[config.mk]
export PLATFORM = sky130hd
export DESIGN_NAME = rr_arb8_enc
export DESIGN_NICKNAME = d
export VERILOG_FILES = /design/src/rtl/rr_arb8_enc.sv
export SDC_FILE = /design/constraint.sdc
export NUM_CORES = 1
export LEC_CHECK = 0
export ABC_CLOCK_PERIOD_IN_PS = 4940
export CORE_MARGIN = 8
export CORE_UTILIZATION = 50
export DETAILED_ROUTE_END_ITERATION = 10
export GPL_TIMING_DRIVEN = 0
export PLACE_DENSITY = 0.72
export SYNTH_ARGS = -nofsm -noshare
export SYNTH_HDL_FRONTEND = slang
export SYNTH_SLANG_ARGS = --single-unit
[constraint.sdc]
create_clock -name clk -period 4.94 [get_ports clk]
set_input_delay 0.494 -clock clk [delete_from_list [all_inputs] [get_ports clk]]
set_output_delay 0.494 -clock clk [all_outputs]
set_load 0.005 [all_outputs]
[src/rtl/rr_arb8_enc.sv]
// rr_arb8_enc: 8-way round-robin arbiter with registered one-hot grant,
// binary grant index and a one-cycle gap between consecutive grants.
//
// Parameters:
//   MAX_HOLD  - grant-hold cycle limit (1..15); only used with ARB_TIMEOUT_EN
// Ports:
//   clk       - clock, rising edge
//   rst       - asynchronous active-high reset
//   req       - request lines, bit n = requester n
//   done      - release strobe from the current owner (sampled in GRANT)
//   gnt       - registered one-hot grant, zero when nobody owns the bus
//   gnt_idx   - registered binary index of the owner, 0 when idle
//   gnt_valid - high while gnt is nonzero
//   timeout   - one-cycle pulse when a grant is revoked by the hold limit
// Build option:
//   ARB_TIMEOUT_EN - when defined, adds a 4-bit hold counter that revokes a
//                    grant after MAX_HOLD GRANT cycles; otherwise grants are
//                    held until released and timeout is tied low.
module rr_arb8_enc #(
   parameter int unsigned MAX_HOLD = 15
) (
   input  logic       clk,
   input  logic       rst,
   input  logic [7:0] req,
   input  logic       done,
   output logic [7:0] gnt,
   output logic [2:0] gnt_idx,
   output logic       gnt_valid,
   output logic       timeout
);

   typedef enum logic [1:0] {
      S_IDLE  = 2'd0,
      S_GRANT = 2'd1,
      S_GAP   = 2'd2
   } state_e;

   state_e     state_q;
   logic [2:0] ptr_q;
   logic [7:0] gnt_q;
   logic [2:0] idx_q;
   logic       valid_q;

   logic       win_found;
   logic [2:0] win_idx;
   logic [2:0] cand;
   logic [7:0] win_onehot;
   logic       release_w;
   logic       limit_w;

   // Round-robin search: first set request at or after ptr, wrapping 7->0.
   always_comb begin
      win_found = 1'b0;
      win_idx   = ptr_q;
      cand      = ptr_q;
      for (int i = 0; i < 8; i++) begin
         cand = ptr_q + 3'(i);
         if (!win_found && req[cand]) begin
            win_found = 1'b1;
            win_idx   = cand;
         end
      end
   end

   assign win_onehot = 8'h01 << win_idx;

   // done and a dropped request collapse into one release.
   assign release_w = done | ~req[idx_q];

`ifdef ARB_TIMEOUT_EN
   logic [3:0] hold_q;
   logic [3:0] hold_inc;
   logic       to_q;

   localparam logic [3:0] HOLD_LIM = 4'(MAX_HOLD);

   assign hold_inc = hold_q + 4'd1;
   // Limit hits on the MAX_HOLD-th GRANT cycle; a release wins over it.
   assign limit_w  = (state_q == S_GRANT) && (hold_inc == HOLD_LIM);

   always_ff @(posedge clk or posedge rst) begin
      if (rst) begin
         hold_q <= 4'd0;
         to_q   <= 1'b0;
      end else begin
         to_q <= limit_w && !release_w;
         if (state_q == S_GRANT) begin
            hold_q <= hold_inc;
         end else begin
            hold_q <= 4'd0;
         end
      end
   end

   assign timeout = to_q;
`else
   logic unused_hold;

   assign unused_hold = |4'(MAX_HOLD);
   assign limit_w     = 1'b0;
   assign timeout     = 1'b0;
`endif

   always_ff @(posedge clk or posedge rst) begin
      if (rst) begin
         state_q <= S_IDLE;
         ptr_q   <= 3'd0;
         gnt_q   <= 8'h00;
         idx_q   <= 3'd0;
         valid_q <= 1'b0;
      end else begin
         unique case (state_q)
            S_IDLE: begin
               if (win_found) begin
                  state_q <= S_GRANT;
                  ptr_q   <= win_idx + 3'd1;
                  gnt_q   <= win_onehot;
                  idx_q   <= win_idx;
                  valid_q <= 1'b1;
               end
            end
            S_GRANT: begin
               if (release_w || limit_w) begin
                  state_q <= S_GAP;
                  gnt_q   <= 8'h00;
                  idx_q   <= 3'd0;
                  valid_q <= 1'b0;
               end
            end
            S_GAP: begin
               state_q <= S_IDLE;
            end
            default: begin
               state_q <= S_IDLE;
               gnt_q   <= 8'h00;
               idx_q   <= 3'd0;
               valid_q <= 1'b0;
            end
         endcase
      end
   end

   assign gnt       = gnt_q;
   assign gnt_idx   = idx_q;
   assign gnt_valid = valid_q;

endmodule

==> impl_metrics.ini, run 1 <==
[route]
drt_iter0_markers = 66
drtAntennaViolNets = 0
dr_total_vias = 1695
postRouteWirelength_um = 5090
firstDrtPassIters = 4
wire_per_inst_um = 18.1
avgViaCountPerCell = 6.03
route.detailed.drc = 0

[floorplan]
die_h_um = 80.8
core_area_um2 = 4030
boundaryPins = 24
initial_core_util_pct = 52.0
rows = 23
dieArea_um2 = 6520
chipWidth_um = 80.8

[logic_synthesis]
synth_fp_nets = 223
yosysUniqueCellTypes = 66
synth_compound_area_share_pct = 17.7
synth.mux.area_fraction_pct = 25.4
synth_edf_count = 0
syn_inst = 205
synth_top_family_by_area = multiplexers
synth_ff_type = dfrtp_1
netlist_area_um2 = 2100
synth_warnings = 0
async_reset_ff_share_pct = 100
synth-simple-area-share_pct = 19.1
synth-adder-area-share_pct = 4.18
synth-xor-area-share_pct = 3.40
ys_seq_area_share_pct = 20.3
syn_avg_cell_area_um2 = 10.2
ys_ff_latch = 17

[placed_design]
dp_hpwl_um = 4000
place_inst = 277
placement.io_buffers = 22
gp_congestion = 0.884

[timing]
setup_violations = 0
fin_crit_ns = 3.86
relSlewSlack_pct = 53.5
finalMaxSlewViolations = 0
setup_tns_ns = 0
max_clock_freq_mhz = 259
period_share_pct = 78.2
rsz0062_at_grt = no
hold_viol_final = 0
fin_skew_ns = 0.00452
tightest_slew_ns = 0.691

[setup_path]
path_max_fanout = 10
cp-start-kind = register
path_class = register to register
crit_path_max_incr_delay_ns = 0.41
cp_cell_sequence = buf_4 > inv_1 > ha_1 > buf_6 > buf_12 > mux4_2 > mux2_4 > o2bb2ai_4 > nand2_1 > or3_1 > a32oi_1 > nor2_1 > ha_1 > ha_1 > nand2_1 > o21ai_1
critPathCaptureType = register
path_delay_family = adder cells
cp_common_cell = ha_1
crit_arrival_ns = 3.99
required_ns = 5.07
path_buf_inv = 4
cp_slowest_cell = dfrtp_1

[clock_tree]
cts_sinks = 17
htree_levels = 1
clock_path_buffers = 2
clock_latency_ns = 0.25
cts_root_buf = clkbuf_8
cts_resized = 0
hold_buffers = 0
tritoncts = done
cts_setup_buffers = 0
numCtsBuffers = 3
path_clk_slew_ns = 0.07

[grt]
grt_overflow = 0
grt_pass1_vias = 1736
antenna_found_initial = 0
grt.total_usage_pct = 16.5
grt_max_degree = 18
grt_pass1_wl_um = 8550

[final_layout]
layout-drive-gt1-share_pct = 27.7
fin_cells = 281
area_growth_pct = 15.7
fin_util_pct = 60.2
diodes = 0
finish.net_count = 250

[job]
maxCapViolCount = 0

[status]
outcome = finished, final reports clean

[min_path]
hold_class = register to register
Yosys cell counts (all sizes together) (3+ instances only):
master,instances,area (um^2)
a21oi,4,23.8
buf,18,153
a32o,4,40.0
inv,11,43.8
nor3,6,35.0
and2,3,21.3
nand2,19,71.3
dfrtp,17,425
nor4,5,37.5
nor2,9,41.3
nor3b,5,37.5
nand2b,3,18.8
mux2i,13,143
o21ai,11,55.1
xor2,4,35.0
a22o,3,35.0
mux4,15,338
nand3,8,45.0
mux2,4,52.6
ha,7,87.6
worst register-to-register path: stages (launching register included):
cell and delay [ns]:
dfrtp_1 0.41, buf_4 0.19, inv_1 0.22, ha_1 0.29, buf_6 0.15, buf_12 0.14
mux4_2 0.28, mux2_4 0.32, o2bb2ai_4 0.23, nand2_1 0.07, or3_1 0.30, a32oi_1 0.37
nor2_1 0.14, ha_1 0.22, ha_1 0.29, nand2_1 0.06, o21ai_1 0.06
cell type report:
cell class | instances | area (um^2)
Buffer | 20 | 161
Fill cell | 368 | 1600
Inverter | 11 | 43.8
Timing Repair Buffer | 22 | 220
Sequential cell | 17 | 425
Tap cell | 50 | 62.6
Clock buffer | 3 | 41.3
Multi-Input combinational cell | 157 | 1470
Clock inverter | 1 | 5.00
metal layers:
| metal | global-route usage, % | wire, um | vias to the layer above |
|---|---|---|---|
| met5 | 0 | 0 | - |
| met4 | 3.21 | 34 | 0 |
| met3 | 2.32 | 202 | 4 |
| met2 | 27.2 | 2520 | 44 |
| met1 | 22.6 | 2330 | 824 |
| li1 | - | - | 823 |
flip-flops by register name, indices dropped and copies added, names as in the netlist:
register,cells
gnt,8
gnt_idx,3
gnt_valid,1
ptr_q,3
state_q,2
cells by family after synthesis:
family / count (synthesis)
AO/OA/AOI/OAI: 41
buffers and inverters: 31
XOR/XNOR: 6
adder cells (fa/ha/maj): 7
multiplexers: 32
other: 1
flip-flops: 17
AND/OR/NAND/NOR: 70
stage by stage:
step	cell area [um^2]	worst slack, ns	hold WS [ns]
after floorplan	2100	1.62	0.420
after global placement	2380	1.14	0.466
after detailed placement	2380	1.10	0.472
after CTS	2430	1.08	0.489
after global routing	2430	0.849	0.508
final	2430	1.08	0.485
worst paths after layout:
kind	from	endpoint	slack, ns	cells past startpoint
max	ptr_q[1]	ptr_q[2]	1.08	16
min	gnt_valid	gnt_valid	0.48	2
min in group asynchronous	rst	gnt_valid	0.62	2
max reg2reg	ptr_q[1]	ptr_q[2]	1.08	16
max in group asynchronous	rst	gnt_idx[1]	3.90	2
min reg2reg	gnt_valid	gnt_valid	0.48	2
cell usage in the layout, fill, tap and decap left out, types with 2 or more instances in the layout:
| cell | n |
|---|---|
| ha_1 | 7 |
| inv_1 | 8 |
| nor4_1 | 4 |
| clkbuf_8 | 3 |
| nor3_1 | 5 |
| nand2b_1 | 3 |
| a21oi_1 | 3 |
| mux2i_1 | 12 |
| a32o_1 | 4 |
| a21o_1 | 2 |
| buf_6 | 6 |
| o21ai_0 | 4 |
| a32oi_1 | 2 |
| and2_1 | 2 |
| a22o_1 | 2 |
| nor2_1 | 8 |
| and3_1 | 2 |
| mux2_4 | 2 |
| or3_1 | 2 |
| clkdlybuf4s50_1 | 22 |
| nand3_1 | 7 |
| nor3b_1 | 5 |
| buf_4 | 4 |
| inv_2 | 2 |
| o21ai_1 | 7 |
| buf_2 | 7 |
| o31ai_1 | 2 |
| nand2_1 | 19 |
| mux4_2 | 15 |
| xor2_1 | 4 |
| mux2_2 | 2 |
| dfrtp_1 | 17 |
Power of run 1 is not shown: default switching activity piles up to over one toggle a cycle in this logic, so the estimate is an artifact.
==> inputs of run 2 (changes only) <==
ABC_CLOCK_PERIOD_IN_PS = 4000   (was 4940)
clock period = 4 ns   (was 4.94 ns; I/O delays follow)
==> impl_metrics.ini, run 2 (synthesized netlist as in run 1, its figures left out) <==
[clock_tree]
clock_path_buffers = 2
htree_levels = 1
tritoncts = done
path_clk_slew_ns = 0.07
cts_root_buf = clkbuf_8
clock_latency_ns = 0.25
numCtsBuffers = 3
hold_buffers = 0
cts_sinks = 17

[grt]
grt.total_usage_pct = 16.5
grt_overflow = 0
antenna_found_initial = 0
grt_pass1_vias = 1736
grt_max_degree = 18
grt_pass1_wl_um = 8550

[placed_design]
dpl_cell_area_um2 = 2380
placement.io_buffers = 22
post-place-ws_ns = 0.157
gp_congestion = 0.884
dp_hpwl_um = 4000

[setup_path]
path_max_fanout = 10
crit_arrival_ns = 3.89
required_ns = 4.13
cp_slowest_cell = dfrtp_1
cp_common_cell = ha_1
r2r-start = ptr_q[1]
crit_path_max_incr_delay_ns = 0.39
cp-start-kind = register
critPathCaptureType = register
cp_cell_sequence = buf_4 > clkinvlp_4 > ha_1 > buf_6 > buf_12 > mux4_2 > mux2_4 > o2bb2ai_4 > nand2_1 > or3_1 > a32oi_2 > nor2_1 > ha_1 > ha_1 > nand2_1 > o21ai_1
r2r.worst_path.cells = 16
r2r_end = ptr_q[2]
r2r_slack_ns = 0.24
path_class = register to register

[timing]
fin_skew_ns = 0.00322
hold_viol_final = 0
rsz0062_at_grt = no
max_clock_freq_mhz = 266
tightest_slew_ns = 0.674
relSlewSlack_pct = 54.7
period_share_pct = 94.1
setup_tns_ns = 0
fin_crit_ns = 3.76
finalMaxSlewViolations = 0
setup_slack_ns = 0.236
setup_violations = 0

[route]
avgViaCountPerCell = 6.10
postRouteWirelength_um = 5110
firstDrtPassIters = 4
drtAntennaViolNets = 0
dr_total_vias = 1733
wire_per_inst_um = 18.0
route.detailed.drc = 0
drt_iter0_markers = 80

[status]
outcome = finished, final reports clean

[min_path]
min_to = gnt_valid
whs_path_depth = 2
hold_class = register to register
min_from = gnt_valid

[floorplan]
chipWidth_um = 80.8
boundaryPins = 24
dieArea_um2 = 6520
die_h_um = 80.8
rows = 23
initial_core_util_pct = 52.0
core_area_um2 = 4030

[job]
maxCapViolCount = 0

[final_layout]
area_growth_pct = 17.3
final_area_um2 = 2460
finish.net_count = 253
final_common_cell = clkdlybuf4s50_1
diodes = 0
layout-drive-gt1-share_pct = 29.5
final_cell_mix = clkdlybuf4s50_1 (22), nand2_1 (19), dfrtp_1 (17)
largest_reg_flops = 8
## run 2: repair_timing
item / in CTS / in global routing
endpoints found under the setup margin: 0 / 2
setup buffers: 0 / 3
gates resized for setup: 0 / 2
## run 2: worst max path at each step
| stage | start | to | slack (ns) | depth (start not counted) |
|---|---|---|---|---|
| floorplan | ptr_q[1] | ptr_q[2] | 0.68 | 16 |
| global placement | ptr_q[1] | ptr_q[2] | 0.20 | 16 |
| detailed placement | ptr_q[1] | ptr_q[2] | 0.16 | 16 |
| CTS | ptr_q[1] | ptr_q[2] | 0.14 | 16 |
| global route | ptr_q[1] | ptr_q[2] | 0.02 | 16 |
| finish | ptr_q[1] | ptr_q[2] | 0.24 | 16 |
## run 2: worst max-delay path: cells and delay by family, from the launching register on
| family | cells | cell delay, ns |
|---|---|---|
| and+or+nand+nor | 4 | 0.57 |
| buffers and inverters | 4 | 0.66 |
| AOI/OAI and AO/OA | 3 | 0.59 |
| adders and majority gates | 3 | 0.83 |
| DFF | 1 | 0.39 |
| muxes | 2 | 0.61 |
## run 2: stage by stage
| step | utilization, % | instances | hold slack [ns] |
|---|---|---|---|
| after floorplan | - | 205 | 0.326 |
| after global placement | 59.1 | 277 | 0.466 |
| after detailed placement | 59.1 | 277 | 0.472 |
| after CTS | 60.2 | 281 | 0.489 |
| after global routing | 61.1 | 284 | 0.508 |
| final | 61.1 | 284 | 0.485 |
## run 2: layout make-up
cell class / instances / area (um^2)
Fill cell: 365 / 1570
Multi-Input combinational cell: 157 / 1470
Sequential cell: 17 / 425
Timing Repair Buffer: 25 / 243
Buffer: 20 / 161
Tap cell: 50 / 62.6
Inverter: 11 / 47.5
Clock buffer: 3 / 41.3
Clock inverter: 1 / 5.00
## run 2: metal layers
layer	GRT usage, %	part of all wire [%]
met1	22.6	45
met2	27.2	49
met4	3.21	0.66
met5	0	0
met3	2.32	5.1
Power of run 2 is left out for the same reason.
